$ cat src/rtl/control_multicycle.sv
// Multicycle RV32I control FSM: fetch handshake, decode, ALU/memory/writeback sequencing,
// bus-timeout and illegal/system traps, and cycle/instret counters.
module control_multicycle #(
    parameter int MEM_TIMEOUT = 16,
    parameter int CNT_W       = 32,
    parameter bit SYSTEM_EN   = 1'b1
) (
    input  logic             clk,
    input  logic             rst_n,
    output logic             imem_req_valid,
    input  logic             imem_req_ready,
    input  logic             imem_rsp_valid,
    input  logic [31:0]      imem_rsp_data,
    output logic [31:0]      instr_q,
    output logic             dmem_req_valid,
    output logic             dmem_req_we,
    input  logic             dmem_req_ready,
    input  logic             dmem_rsp_valid,
    input  logic             branch_taken,
    output logic [3:0]       alu_op,
    output logic             alu_src_imm,
    output logic             alu_src_pc,
    output logic [2:0]       ls_funct3,
    output logic [1:0]       wb_sel,
    output logic [1:0]       pc_sel,
    output logic             reg_write,
    output logic             pc_we,
    output logic             halted,
    output logic [1:0]       trap_cause,
    output logic [CNT_W-1:0] cycle_count,
    output logic [CNT_W-1:0] instret_count
);

    typedef enum logic [2:0] {
        S_FETCH, S_FETCH_WAIT, S_DECODE, S_EXECUTE,
        S_MEM_REQ, S_MEM_WAIT, S_WRITEBACK, S_HALT
    } state_t;

    localparam logic [3:0] ALU_ADD = 4'd0, ALU_SUB = 4'd1, ALU_AND = 4'd2, ALU_OR = 4'd3,
                           ALU_XOR = 4'd4, ALU_SLT = 4'd5, ALU_SLTU = 4'd6, ALU_SLL = 4'd7,
                           ALU_SRL = 4'd8, ALU_SRA = 4'd9, ALU_COPY_B = 4'd10;

    localparam logic [6:0] OPC_LUI = 7'b0110111, OPC_AUIPC = 7'b0010111, OPC_JAL = 7'b1101111,
                           OPC_JALR = 7'b1100111, OPC_BRANCH = 7'b1100011, OPC_LOAD = 7'b0000011,
                           OPC_STORE = 7'b0100011, OPC_OPIMM = 7'b0010011, OPC_OP = 7'b0110011,
                           OPC_MISC = 7'b0001111, OPC_SYSTEM = 7'b1110011;

    localparam logic [6:0] F7_BASE = 7'b0000000, F7_ALT = 7'b0100000;
    localparam int TW = $clog2(MEM_TIMEOUT) + 1;

    state_t        state, state_nxt;
    logic          run_q;
    logic [TW-1:0] tmo_cnt;
    logic          tmo_exp, tmo_trap, timed;
    logic          cls_load, cls_store, cls_branch, cls_rdw;

    // Decode of the latched instruction
    logic [6:0] opc, f7;
    logic [2:0] f3;
    logic [3:0] d_op;
    logic [1:0] d_wb, d_pcsel;
    logic       d_imm, d_pc, d_load, d_store, d_branch, d_rdw, d_ill, d_sys;

    assign opc = instr_q[6:0];
    assign f3  = instr_q[14:12];
    assign f7  = instr_q[31:25];

    always_comb begin
        d_op = ALU_ADD; d_imm = 1'b0; d_pc = 1'b0; d_wb = 2'd0; d_pcsel = 2'd0;
        d_load = 1'b0; d_store = 1'b0; d_branch = 1'b0; d_rdw = 1'b0; d_ill = 1'b0; d_sys = 1'b0;
        case (opc)
            OPC_LUI:   begin d_op = ALU_COPY_B; d_imm = 1'b1; d_rdw = 1'b1; end
            OPC_AUIPC: begin d_imm = 1'b1; d_pc = 1'b1; d_rdw = 1'b1; end
            OPC_JAL:   begin d_imm = 1'b1; d_pc = 1'b1; d_rdw = 1'b1; d_wb = 2'd2; d_pcsel = 2'd1; end
            OPC_JALR: begin
                d_imm = 1'b1; d_rdw = 1'b1; d_wb = 2'd2; d_pcsel = 2'd2;
                d_ill = (f3 != 3'b000);
            end
            // Branch target is PC+imm through the ALU; comparison happens in the datapath
            OPC_BRANCH: begin
                d_imm = 1'b1; d_pc = 1'b1; d_branch = 1'b1;
                d_ill = (f3 == 3'b010) || (f3 == 3'b011);
            end
            OPC_LOAD: begin
                d_imm = 1'b1; d_load = 1'b1; d_rdw = 1'b1; d_wb = 2'd1;
                d_ill = (f3 == 3'b011) || (f3 == 3'b110) || (f3 == 3'b111);
            end
            OPC_STORE: begin
                d_imm = 1'b1; d_store = 1'b1;
                d_ill = (f3 > 3'b010);
            end
            OPC_OPIMM: begin
                d_imm = 1'b1; d_rdw = 1'b1;
                case (f3)
                    3'b000: d_op = ALU_ADD;
                    3'b010: d_op = ALU_SLT;
                    3'b011: d_op = ALU_SLTU;
                    3'b100: d_op = ALU_XOR;
                    3'b110: d_op = ALU_OR;
                    3'b111: d_op = ALU_AND;
                    3'b001: begin d_op = ALU_SLL; d_ill = (f7 != F7_BASE); end
                    default: begin
                        d_op  = (f7 == F7_ALT) ? ALU_SRA : ALU_SRL;
                        d_ill = (f7 != F7_BASE) && (f7 != F7_ALT);
                    end
                endcase
            end
            OPC_OP: begin
                d_rdw = 1'b1;
                if (f7 == F7_BASE) begin
                    case (f3)
                        3'b000:  d_op = ALU_ADD;
                        3'b001:  d_op = ALU_SLL;
                        3'b010:  d_op = ALU_SLT;
                        3'b011:  d_op = ALU_SLTU;
                        3'b100:  d_op = ALU_XOR;
                        3'b101:  d_op = ALU_SRL;
                        3'b110:  d_op = ALU_OR;
                        default: d_op = ALU_AND;
                    endcase
                end else if (f7 == F7_ALT && f3 == 3'b000) begin
                    d_op = ALU_SUB;
                end else if (f7 == F7_ALT && f3 == 3'b101) begin
                    d_op = ALU_SRA;
                end else begin
                    d_ill = 1'b1;
                end
            end
            OPC_MISC:   d_ill = !(SYSTEM_EN && f3 == 3'b000);
            OPC_SYSTEM: begin
                d_sys = SYSTEM_EN && f3 == 3'b000 && (instr_q[31:20] == 12'h000 || instr_q[31:20] == 12'h001);
                d_ill = !d_sys;
            end
            default: d_ill = 1'b1;
        endcase
    end

    assign timed   = (state == S_FETCH_WAIT) || (state == S_MEM_REQ) || (state == S_MEM_WAIT);
    assign tmo_exp = (tmo_cnt == TW'(MEM_TIMEOUT - 1));

    // Awaited handshake is tested before expiry so a late arrival still wins
    always_comb begin
        state_nxt = state;
        tmo_trap  = 1'b0;
        case (state)
            S_FETCH:      if (imem_req_valid && imem_req_ready) state_nxt = S_FETCH_WAIT;
            S_FETCH_WAIT: begin
                if (imem_rsp_valid)  state_nxt = S_DECODE;
                else if (tmo_exp)    begin state_nxt = S_HALT; tmo_trap = 1'b1; end
            end
            S_DECODE:     state_nxt = (d_ill || d_sys) ? S_HALT : S_EXECUTE;
            S_EXECUTE:    state_nxt = (cls_load || cls_store) ? S_MEM_REQ : S_WRITEBACK;
            S_MEM_REQ: begin
                if (dmem_req_ready)  state_nxt = S_MEM_WAIT;
                else if (tmo_exp)    begin state_nxt = S_HALT; tmo_trap = 1'b1; end
            end
            S_MEM_WAIT: begin
                if (dmem_rsp_valid)  state_nxt = S_WRITEBACK;
                else if (tmo_exp)    begin state_nxt = S_HALT; tmo_trap = 1'b1; end
            end
            S_WRITEBACK:  state_nxt = S_FETCH;
            default:      state_nxt = S_HALT;
        endcase
    end

    always_ff @(posedge clk or negedge rst_n) begin
        if (!rst_n) state <= S_FETCH;
        else        state <= state_nxt;
    end

    always_ff @(posedge clk or negedge rst_n) begin
        if (!rst_n) begin
            run_q <= 1'b0; tmo_cnt <= '0; instr_q <= '0;
            alu_op <= ALU_ADD; alu_src_imm <= 1'b0; alu_src_pc <= 1'b0;
            wb_sel <= 2'd0; pc_sel <= 2'd0; trap_cause <= 2'd0;
            cls_load <= 1'b0; cls_store <= 1'b0; cls_branch <= 1'b0; cls_rdw <= 1'b0;
            cycle_count <= '0; instret_count <= '0;
        end else begin
            // Holds off the first fetch request until one edge after reset release
            run_q   <= 1'b1;
            tmo_cnt <= (timed && state_nxt == state) ? tmo_cnt + TW'(1) : '0;
            case (state)
                S_FETCH_WAIT: if (imem_rsp_valid) instr_q <= imem_rsp_data;
                S_DECODE: begin
                    alu_op <= d_op; alu_src_imm <= d_imm; alu_src_pc <= d_pc;
                    wb_sel <= d_wb; pc_sel <= d_pcsel;
                    cls_load <= d_load; cls_store <= d_store; cls_branch <= d_branch; cls_rdw <= d_rdw;
                    if (d_ill)      trap_cause <= 2'd1;
                    else if (d_sys) trap_cause <= 2'd3;
                end
                S_EXECUTE: if (cls_branch) pc_sel <= branch_taken ? 2'd1 : 2'd0;
                default: ;
            endcase
            if (tmo_trap)              trap_cause    <= 2'd2;
            if (state != S_HALT)       cycle_count   <= cycle_count + CNT_W'(1);
            if (state == S_WRITEBACK)  instret_count <= instret_count + CNT_W'(1);
        end
    end

    assign imem_req_valid = run_q && (state == S_FETCH);
    assign dmem_req_valid = (state == S_MEM_REQ);
    assign dmem_req_we    = (state == S_MEM_REQ) && cls_store;
    assign reg_write      = (state == S_WRITEBACK) && cls_rdw;
    assign pc_we          = (state == S_WRITEBACK);
    assign halted         = (state == S_HALT);
    assign ls_funct3      = instr_q[14:12];

endmodule
$ cat config.mk
export PLATFORM = sky130hd
export DESIGN_NAME = control_multicycle
export DESIGN_NICKNAME = d
export VERILOG_FILES = /design/src/rtl/control_multicycle.sv
export SDC_FILE = /design/constraint.sdc
export NUM_CORES = 1
export LEC_CHECK = 0
export CORE_MARGIN = 4
export CORE_UTILIZATION = 40
export CTS_CLUSTER_SIZE = 28
export DETAILED_ROUTE_END_ITERATION = 8
export PLACE_DENSITY = 0.66
export SLEW_MARGIN = 10
export SYNTH_ARGS = -nofsm -noshare
export SYNTH_HDL_FRONTEND = slang
export SYNTH_SLANG_ARGS = --single-unit
export TNS_END_PERCENT = 10
$ cat constraint.sdc
create_clock -name clk -period 1.95 [get_ports clk]
set_input_delay 0.39 -clock clk [delete_from_list [all_inputs] [get_ports clk]]
set_output_delay 0.39 -clock clk [all_outputs]
set_load 0.03 [all_outputs]
* Word-level counts from Yosys, hierarchy flattened
Index checks and enable logic that the tools add are counted.
** Operators by class
- $add $sub $neg :: 3
- Multiply operators :: 0
- Divide/modulo/power cells :: 0
- Magnitude comparators :: 1
- Eq/ne operators :: 32
- Shifts and indexed selects :: 0
- Mux-type cells :: 42
- Bitwise gates (word level) :: 0
- Reduce and logical (&&, ||, !) cells :: 37
** Operators by type and width (number)
- $add 32x1->32 const B :: 2
- $pmux 4 s7 :: 2
- $eq 7x6->1 const B :: 4
- $eq 7x7->1 const B :: 4
- $eq 3x3->1 const B :: 8
- $pmux 3 s7 :: 1
- $mux 3 :: 6
- $mux 1 :: 16
- $eq 7x5->1 const B :: 2
- $eq 12x1->1 const B :: 1
- $eq 3x2->1 const B :: 4
- $logic_not 12->1 :: 1
- $mux 2 :: 6
- $mux 4 :: 3
- $pmux 2 s2 :: 3
- $pmux 4 s3 :: 1
- $logic_and 1x1->1 :: 9
- $pmux 1 s9 :: 1
- $logic_or 1x1->1 :: 8
- $reduce_or 8->1 :: 1
- $eq 7x2->1 const B :: 1
- $eq 7x4->1 const B :: 1
- $logic_not 7->1 :: 1
- $ne 7x6->1 const B :: 1
- other kinds (20) :: 28
** Storage, ports and cells
- Register bits after elaboration :: 121
- Bits in latches :: 0
- RAM bits :: 0
- ROM bits :: 0
- Bits of input ports :: 39
- Logic and storage cells :: 131
- Memories kept :: 0

* Longest topological paths before layout
Gate-level depths: netlist (run 1).
- Depth after elaboration :: 12
- Gate-level depth with buffers :: 7

* Worst setup path before layout (run 1)
No wires, ideal clock.
- Kind :: register to output
- Start :: reg state[1]
- End :: out imem_req_valid
- Arrival time :: 1704 ps
- Required time :: 1560 ps
- Slack :: -144 ps
- Stages on the path, launching flop included :: 3
- Path through :: dfrtp_1 > clkbuf_1 > nor4b_1
** Between the ends
- Word-level cells in the longest chain between the ends :: 2
** RTL lines
- start, declared :: RTL line 51 : state_t state, state_nxt;
- start signal, assigned :: RTL line 168 : else state <= state_nxt;
- $logic_not 3->1 :: RTL line 200 : assign imem_req_valid = run_q && (state == S_FETCH);
- $logic_and 1x1->1 :: RTL line 200
- end, declared :: RTL line 10 : output logic imem_req_valid,
Every way passes these cells.

* Worst setup path in the final report (run 1)
- Start :: reg cycle_count[24]
- End :: out cycle_count[24]
** RTL lines
- start, declared :: RTL line 30 : output logic [CNT_W-1:0] cycle_count,
- start signal, assigned :: RTL line 195 : if (state != S_HALT) cycle_count <= cycle_count + CNT_W'(1);
No word-level cell between the ends.

==> flow_summary.yaml, run 1 <==
sta:
  final-setup-viol-count: 0
  period_needed_ps: 1904
  post-route-worst-setup-slack_ps: 46.47
  worst_slew_pin_slew_ps: 541.7
  fin_worst_skew_ps: 9.074
  rsz0062_at_grt: "true"
  fmax_ghz: 0.5253
  slew_headroom: 0.6355
  slew_viol_final: 0
  fin_crit_sh: 0.9762
  hold_viol_final: 0
cts:
  cts_inserted_buffers: 17
  clkLatencyLatePin_ps: 410
  cts_max_level: 4
  cts_tree: "built"
  cts_buffer_depth: 2
  clk_pin_slew_ps: 50
  cts_root_buf: "clkbuf_16"
  cts_num_sinks: 121
yosys:
  synthArstFlopShare: 1.000
  ys_types: 58
  syn_area_um2: 5609
  seq_area_frac_synth: 0.5398
  syn_inst: 505
  synthesis.nets: 548
  synthFlopType: "dfrtp_1"
  synth_enable_flop_cells: 0
  yosys_warnings: 0
  ys_ff_latch: 121
  yosysTopAreaCellShare: 0.5398
  yosys-top-cells-area: "dfrtp_1 (54%), xnor2_1 (7.2%), mux2_2 (6.8%)"
  avgSynthCellArea_um2: 11.11
  yosys.area.top_type: "dfrtp_1"
setup_path:
  cp.required_ps: 1560
  slowest_stage: "clkdlybuf4s50_1"
  slowest_delay_ps: 700
  crit_path_start: "cycle_count[24]$_DFFE_PN0N_"
  crit_fanout: 5
  critical_path.top_delay_family: "buffers and inverters"
  critPathBufInv: 1
  cp-end-kind: "output port"
  r2r-end: "cycle_count[30]$_DFFE_PN0N_"
  r2r_slack_ps: 60
  start_kind: "flop"
  reg2regPathDepth: 6
  r2r_start: "cycle_count[19]$_DFFE_PN0N_"
  crit_chain: "clkdlybuf4s50_1"
  crit_arrival_ps: 1510
  crit_type: "reg -> out"
placement:
  post-place-ws_ps: -16.81
  port_buffers: 155
  place_area_um2: 7605
  hpwlAfterDp_um: 10250
  gp_congestion: 0.8706
pwr:
  seq_power_share: 0.330
  powerDensity_nw_per_um2: 1348
  p_leak_uw: 0.004061
  vdd_ir_drop_max_mv: 0.9590
  power.share.clock: 0.253
  total_power_uw: 11140
  switching_power_uw: 4190
  power_frac_comb: 0.417
  netSwitchingFraction: 0.3760
  p_int_uw: 6952
min_path:
  hp-class: "reg -> reg"
  min_from: "tmo_cnt[0]$_DFF_PN0_"
  holdPathEnd: "tmo_cnt[0]$_DFF_PN0_"
  min_path_cells: 1
global_route:
  grt_pass1_wl_um: 23450
  antenna_found_initial: 0
  overflow: 0
  grt_max_degree: 38
  grtUsageTotal: 0.1802
  grt_pass1_vias: 4865
floorplan:
  start_util: 0.4057
  dieWidth_um: 126.4
  io_pins: 156
  die_h_um: 126.4
  core_area_um2: 13830
  rows: 43
  die_area_um2: 15980
route:
  totalWireLength_um: 13970
  route.detailed.drc: 0
  drt_iter0_markers: 145
  ant_nets: 0
  vias_per_cell: 5.087
  wl_per_cell_um: 15.65
  first_pass_iters: 4
  dr_total_vias: 4543
finish:
  register_area_um2: 3029
  fin_nets: 747
  layout_commonest_cell: "dfrtp_1"
  final_layout_size_suffix_gt1_frac: 0.1865
  synthToLayoutAreaGrowth_pct: 47.38
  n_fill_cell: 1169
  final_area_um2: 8267
  layout_common_cells: "dfrtp_1 (120), clkdlybuf4s50_1 (101), nand2_1 (55), xnor2_1 (46), buf_4 (45)"
  num_antenna_cells: 0
  multi_input_area_um2: 2485
run_status:
  outcome: "complete, no violations"
flow_run:
  max-cap-violations: 0
-- registers in the layout, indices dropped and copies added (netlist names) --
name / cells
alu_op: 4
alu_src_imm: 1
alu_src_pc: 1
cls_branch: 1
cls_load: 1
cls_rdw: 1
cls_store: 1
cycle_count: 32
instr_q: 32
instret_count: 32
pc_sel: 2
run_q: 1
state: 3
tmo_cnt: 5
trap_cause: 2
wb_sel: 2
-- how the worst max path moves through the flow --
stage,end,slack [ps],depth (start not counted)
after floorplan,cycle_count[30]$_DFFE_PN0N_,-40,6
final,cycle_count[24],50,1
after global routing,cycle_count[30]$_DFFE_PN0N_,-50,6
after global placement,trap_cause[0]$_DFFE_PN0P_,20,6
after detailed placement,trap_cause[1]$_DFFE_PN0P_,-20,6
after CTS,reg_write,-40,4
-- repair_timing --
action | in CTS | in global routing
gates resized for setup | 29 | 29
pin swaps | 0 | 7
setup buffers | 0 | 10
hold buffers | 1 | 0
setup endpoints to repair | 28 | 31
hold endpoints to repair | 33 | 0
-- Yosys cell counts (3+ instances only) --
| cell type | n |
|---|---|
| nand2_1 | 55 |
| dfrtp_1 | 121 |
| nor2b_1 | 5 |
| inv_1 | 12 |
| and2_1 | 7 |
| nor4_1 | 6 |
| o211ai_1 | 3 |
| mux2_2 | 34 |
| xnor2_1 | 46 |
| nor3_1 | 6 |
| buf_2 | 7 |
| buf_4 | 3 |
| and4_1 | 3 |
| a22o_1 | 3 |
| xor2_1 | 19 |
| ha_1 | 4 |
| nand4_1 | 14 |
| nor2_1 | 31 |
| and3_1 | 13 |
| nor4_4 | 3 |
| or2_2 | 3 |
| clkbuf_1 | 9 |
| a31oi_1 | 3 |
| o21ai_0 | 20 |
| nand2b_1 | 6 |
| nand3_1 | 21 |
| a21oi_1 | 8 |
-- cell families (layout without fill, tap and decap cells) --
group                    after synthesis  count (layout)  synth area share
AO/OA/AOI/OAI                         55              55           0.06402
XOR/XNOR                              65              65            0.1015
adder cells (fa/ha/maj)                4               4          0.008923
buffers and inverters                 32             240           0.02498
flip-flops                           121             121            0.5398
multiplexers                          36              36           0.07183
other                                  1               1         0.0006686
AND/OR/NAND/NOR                      191             191            0.1883
-- area by class of cell --
cell class / count / share of cell area
Clock inverter: 4 / 0.005449
Multi-Input combinational cell: 352 / 0.3006
Inverter: 12 / 0.005449
Tap cell: 180 / 0.02724
Clock buffer: 24 / 0.05827
Timing Repair Buffer: 200 / 0.2366
Sequential cell: 121 / 0.3664
-- power by group through the flow --
stage	registers (µW)	logic, µW	clock network (µW)
finish	3680	4640	2820
global route	3780	4990	3010
CTS	3690	4610	2910
global placement	3680	4620	0
floorplan	4560	1810	0
detailed placement	3720	4670	0
-- metal layers --
metal / routed length [µm] / vias to the layer above / global-route usage / part of all wire
met5: 0 / - / 0 / 0
met4: 192 / 0 / 0.06688 / 0.014
met3: 1084 / 16 / 0.06147 / 0.078
met2: 6737 / 160 / 0.2886 / 0.48
met1: 5956 / 2214 / 0.2271 / 0.43
li1: - / 2153 / - / -
-- metrics by stage --
step / utilization / cells / hold WS [ps] / setup TNS (ps)
final: 0.5979 / 893 / 462.7 / 0
after global routing: 0.5979 / 893 / 491.1 / -125.9
after CTS: 0.5876 / 885 / 462.7 / -44.53
after detailed placement: 0.5500 / 856 / 410.4 / -21.73
after global placement: 0.5500 / 856 / 404.4 / 0
after floorplan: - / 505 / 94.41 / -171.5
Note: power is estimated with default switching activity, not from simulation.
==> inputs of run 2 (changes only) <==
--- a/config.mk
+++ b/config.mk
@@ -10,6 +10,7 @@
 export CTS_CLUSTER_SIZE = 28
 export DETAILED_ROUTE_END_ITERATION = 8
 export PLACE_DENSITY = 0.66
+export RECOVER_POWER = 25
 export SLEW_MARGIN = 10
 export SYNTH_ARGS = -nofsm -noshare
 export SYNTH_HDL_FRONTEND = slang
==> run 2 against run 1 <==
  * Clock power about the same
  * Flip-flop and latch count is the same
  * Global-route usage is the same
  * Core utilization hardly changed
  * Wire length stayed put
  * Cell count unchanged
  * Hold slack did not move
  * Sequential power about the same
  * Final area hardly changed
  * Combinational power barely moved
  * Count of clock-buffer cells in the layout unchanged
  * Die area is the same
  * Critical path type unchanged
==> flow_summary.yaml, run 2 (synthesis results as in run 1) <==
run_status:
  outcome: "complete, no violations"
floorplan:
  rows: 43
  dieWidth_um: 126.4
  io_pins: 156
  die_h_um: 126.4
  start_util: 0.4057
  core_area_um2: 13830
  die_area_um2: 15980
cts:
  cts_root_buf: "clkbuf_16"
  cts_inserted_buffers: 17
  cts_tree: "built"
  clkLatencyLatePin_ps: 410
  cts_buffer_depth: 2
  cts_num_sinks: 121
  clk_pin_slew_ps: 50
  cts_max_level: 4
finish:
  n_fill_cell: 1170
  post-route-util: 0.5977
  synthToLayoutAreaGrowth_pct: 47.33
  final_layout_size_suffix_gt1_frac: 0.1865
  reg.largest.list: "cycle_count: 32 flops, instr_q: 32 flops, instret_count: 32 flops"
  layout_commonest_cell: "dfrtp_1"
  num_antenna_cells: 0
  fin_nets: 747
  layout_common_cells: "dfrtp_1 (120), clkdlybuf4s50_1 (101), nand2_1 (55), xnor2_1 (46), buf_4 (44)"
route:
  dr_total_vias: 4541
  first_pass_iters: 4
  totalWireLength_um: 13970
  wl_met1_um: 5958
  met3_length_um: 1084
  ant_nets: 0
  drt_iter0_markers: 145
  wl_per_cell_um: 15.65
  vias_per_cell: 5.085
  highest_layer: "met4"
  route.detailed.drc: 0
  met2WireLength_um: 6735
setup_path:
  crit_chain: "clkdlybuf4s50_1"
  reg2regPathDepth: 6
  crit_arrival_ps: 1510
  slowest_delay_ps: 700
  slowest_stage: "clkdlybuf4s50_1"
  cp-end-kind: "output port"
  crit_type: "reg -> out"
  worstSetupPathDepth: 1
  critPathBufInv: 1
  start_kind: "flop"
  cp.required_ps: 1560
  crit_fanout: 5
  critical_path.top_delay_family: "buffers and inverters"
sta:
  period_needed_ps: 1904
  fmax_ghz: 0.5253
  slew_headroom: 0.3239
  slew_viol_final: 0
  fin_worst_skew_ps: 9.074
  finalSetupTns_ps: 0
  final-setup-viol-count: 0
  post-route-worst-setup-slack_ps: 46.47
  hold_viol_final: 0
  rsz0062_at_grt: "true"
  worst_slew_pin_slew_ps: 1014
  fin_crit_sh: 0.9762
placement:
  hpwlAfterDp_um: 10250
  port_buffers: 155
  post-place-ws_ps: -16.81
  gp_congestion: 0.8706
min_path:
  hp-class: "reg -> reg"
  min_path_cells: 1
flow_run:
  max-cap-violations: 0
global_route:
  antenna_found_initial: 0
  overflow: 0
  grt_pass1_wl_um: 23450
  grt_pass1_vias: 4865
  grtUsageTotal: 0.1802
  grt_max_degree: 38
pwr:
  vdd_ir_drop_max_mv: 0.9590
  p_leak_uw: 0.004060
  powerDensity_nw_per_um2: 1348
  total_power_uw: 11140
-- run 2: cell types whose count changed in the layout (fill, tap and decap cells not counted) --
cell	previous run	this run
buf_4	45	44
clkbuf_2	0	1
-- run 2: final cells by class --
class	instances	area (µm²)	share of cell area
clock buffer	24	481.7	0.05829
clock inverter	4	45.04	0.005450
inverter	12	45.04	0.005450
multi-input combinational	352	2485	0.3007
sequential	121	3029	0.3665
tap	180	225.2	0.02725
timing repair buffer	200	1953	0.2363
-- run 2: path summary, 6_finish.rpt --
path	startpoint	end	slack, ps
hold / removal	tmo_cnt[0]$_DFF_PN0_	tmo_cnt[0]$_DFF_PN0_	460
min in group asynchronous	rst_n	run_q$_DFF_PN0_	690
hold reg to reg	tmo_cnt[0]$_DFF_PN0_	tmo_cnt[0]$_DFF_PN0_	460
setup reg to reg	cycle_count[19]$_DFFE_PN0N_	cycle_count[30]$_DFFE_PN0N_	60
setup / recovery	cycle_count[24]$_DFFE_PN0N_	cycle_count[24]	50
max in group asynchronous	rst_n	instr_q[0]$_DFFE_PN0P_	480
-- run 2: report_power, final --
group / internal [µW] / leakage [µW] / switching, µW / total (µW)
clock network: 1810 / 0.000262 / 1010 / 2820
registers: 3090 / 0.00159 / 587 / 3680
logic: 2050 / 0.00221 / 2590 / 4640
total: 6950 / 0.00406 / 4190 / 11100
-- run 2: repair_timing --
action / 4_1_cts / 5_1_grt
resized for setup: 29 / 29
hold buffers: 1 / 0
endpoints found under the hold margin: 33 / 0
setup endpoints to repair: 28 / 31
pin swaps: 0 / 7
buffers inserted: 0 / 10
-- run 2: through the flow --
stage,cells,instance area [µm²],hold slack [ps]
2_1_floorplan,505,5615,94.41
3_3_place_gp,856,7605,404.4
3_5_place_dp,856,7605,410.4
4_1_cts,885,8125,462.7
5_1_grt,893,8264,491.1
6_report,893,8264,462.7
-- run 2: layer usage --
layer,global-route usage,vias to the layer above
li1,-,2153
met3,0.06147,16
met5,0,-
met1,0.2271,2212
met2,0.2886,160
met4,0.06688,0
==> inputs of run 3 (changes only) <==
--- a/config.mk
+++ b/config.mk
@@ -9,6 +9,7 @@
 export CORE_UTILIZATION = 40
 export CTS_CLUSTER_SIZE = 28
 export DETAILED_ROUTE_END_ITERATION = 8
+export GPL_ROUTABILITY_DRIVEN = 0
 export PLACE_DENSITY = 0.66
 export RECOVER_POWER = 25
 export SLEW_MARGIN = 10
==> constraint.sdc (replaced) <==
create_clock -name clk -period 1.9 [get_ports clk]
set_input_delay 0.38 -clock clk [delete_from_list [all_inputs] [get_ports clk]]
set_output_delay 0.38 -clock clk [all_outputs]
set_load 0.03 [all_outputs]
==> run 3 against run 2 <==
  * Combinational power rose by 4.5%
  * Core utilization grew 1.0 points
  * Flip-flop and latch count did not move
  * Critical path depth grew 5
  * Wire length is 0.49% lower
  * Register-to-register slack got worse by 20 ps
  * Sequential power grew 3%
  * Hold slack gained 0.54 ps
  * Critical path type is now reg -> reg
==> flow_summary.yaml, run 3 (synthesis results as in run 1) <==
sta:
  fmax_ghz: 0.5371
  post-route-worst-setup-slack_ps: 38.28
  period_needed_ps: 1862
  whs_ps: 463.3
  rsz0062_at_grt: "true"
  fin_crit_sh: 0.9799
  slew_viol_final: 0
  worst_slew_pin_slew_ps: 994.8
  hold_viol_final: 0
  fin_worst_skew_ps: 7.872
  slew_headroom: 0.3368
  final-setup-viol-count: 0
floorplan:
  start_util: 0.4057
  io_pins: 156
  die_area_um2: 15980
  core_area_um2: 13830
  rows: 43
  dieWidth_um: 126.4
  die_h_um: 126.4
finish:
  reg.largest.list: "cycle_count: 32 flops, instr_q: 32 flops, instret_count: 32 flops"
  num_antenna_cells: 0
  final_layout_size_suffix_gt1_frac: 0.2072
  synthToLayoutAreaGrowth_pct: 49.83
  instances_no_fill: 899
  n_fill_cell: 1169
  final_area_um2: 8404
  fin_nets: 750
  layout_commonest_cell: "dfrtp_1"
  layout_common_cells: "dfrtp_1 (118), clkdlybuf4s50_1 (72), nand2_1 (55), dlygate4sd2_1 (55), xnor2_1 (46)"
route:
  met3_length_um: 1164
  wl_met1_um: 5998
  vias_per_cell: 5.066
  met2WireLength_um: 6504
  wl_per_cell_um: 15.46
  totalWireLength_um: 13900
  first_pass_iters: 4
  drt_iter0_markers: 233
  ant_nets: 0
  highest_layer: "met4"
  dr_total_vias: 4554
  route.detailed.drc: 0
global_route:
  overflow: 0
  grt_pass1_vias: 4710
  grt_max_degree: 38
  grt_pass1_wl_um: 23560
  grtUsageTotal: 0.1817
  antenna_found_initial: 0
setup_path:
  critPathBufInv: 0
  critical_path.top_delay_family: "simple AND/OR/NAND/NOR gates"
  crit_arrival_ps: 2180
  cp-end-kind: "flop"
  r2r_slack_ps: 40
  crit_type: "reg -> reg"
  start_kind: "flop"
  crit_fanout: 4
  r2r_start: "cycle_count[16]$_DFFE_PN0N_"
  crit_chain: "and4_4 -> nand4_1 -> or3_4 -> nor4_4 -> nand3_1 -> xnor2_1"
  crit_path_start: "cycle_count[16]$_DFFE_PN0N_"
  slowest_delay_ps: 430
  cp.required_ps: 2220
  slowest_stage: "or3_4"
placement:
  post-place-ws_ps: -37.30
  place_inst: 860
  port_buffers: 155
  place_area_um2: 7647
  hpwlAfterDp_um: 10270
cts:
  cts_buffer_depth: 2
  clk_pin_slew_ps: 50
  cts_num_sinks: 121
  clkLatencyLatePin_ps: 410
  cts_tree: "built"
  cts_max_level: 4
  cts_inserted_buffers: 17
  cts_root_buf: "clkbuf_16"
min_path:
  min_from: "tmo_cnt[0]$_DFF_PN0_"
  hp-class: "reg -> reg"
pwr:
  powerDensity_nw_per_um2: 1434
  p_leak_uw: 0.004236
  vdd_ir_drop_max_mv: 0.9257
flow_run:
  max-cap-violations: 0
run_status:
  outcome: "complete, no violations"
==> run 3: cell types whose count changed in the layout (fill, tap and decap cells not counted), sizes merged <==
| cell | change |
|---|---|
| bufinv | +2 |
| clkinv | -1 |
| dlymetal6s2s | -1 |
| buf | +3 |
| clkinvlp | +1 |
| clkdlybuf4s50 | -29 |
| clkbuf | +1 |
| dlygate4sd2 | +30 |
==> run 3: final timing paths <==
check	endpoint	cells past startpoint
min in group asynchronous	instret_count[14]$_DFFE_PN0P_	2
hold reg to reg	tmo_cnt[0]$_DFF_PN0_	1
setup reg to reg	cycle_count[26]$_DFFE_PN0N_	6
hold / removal	tmo_cnt[0]$_DFF_PN0_	1
max in group asynchronous	instret_count[26]$_DFFE_PN0P_	3
setup / recovery	cycle_count[26]$_DFFE_PN0N_	6
==> run 3: stage by stage <==
stage / TNS, ps / power [µW] / utilization
after floorplan: -682.0 / 6535 / -
after global placement: -28.04 / 8518 / 0.5531
after detailed placement: -66.06 / 8620 / 0.5531
after CTS: 0 / 12100 / 0.6016
after global routing: -445.6 / 12710 / 0.6078
final: 0 / 12050 / 0.6078
==> run 3: layer usage <==
layer	up-vias	global-route usage
met1	2204	0.2288
met3	19	0.06695
met2	170	0.2908
met5	-	0
met4	0	0.06057
li1	2161	-
==> run 3: repair_timing <==
action | 4_1_cts | 5_1_grt
setup buffers | 7 | 1
hold buffers | 1 | 0
endpoints found under the hold margin | 34 | 0
resized for setup | 65 | 33
endpoints found under the setup margin | 62 | 35
pin swaps | 1 | 4
==> run 3: final cells by class <==
cell class | instances | area, µm² | share of cell area
Clock buffer | 25 | 535.5 | 0.06372
Clock inverter | 6 | 107.6 | 0.01280
Inverter | 12 | 45.04 | 0.005360
Multi-Input combinational cell | 352 | 2516 | 0.2994
Sequential cell | 121 | 3032 | 0.3607
Tap cell | 180 | 225.2 | 0.02680
Timing Repair Buffer | 203 | 1943 | 0.2312
==> run 3: power breakdown <==
part           internal (µW)  leakage, µW  switching [µW]  total [µW]
registers               3170      0.00158             602        3780
clock network           2330     0.000317            1090        3420
logic                   2120      0.00234            2740        4850
total                   7620      0.00424            4430       12100
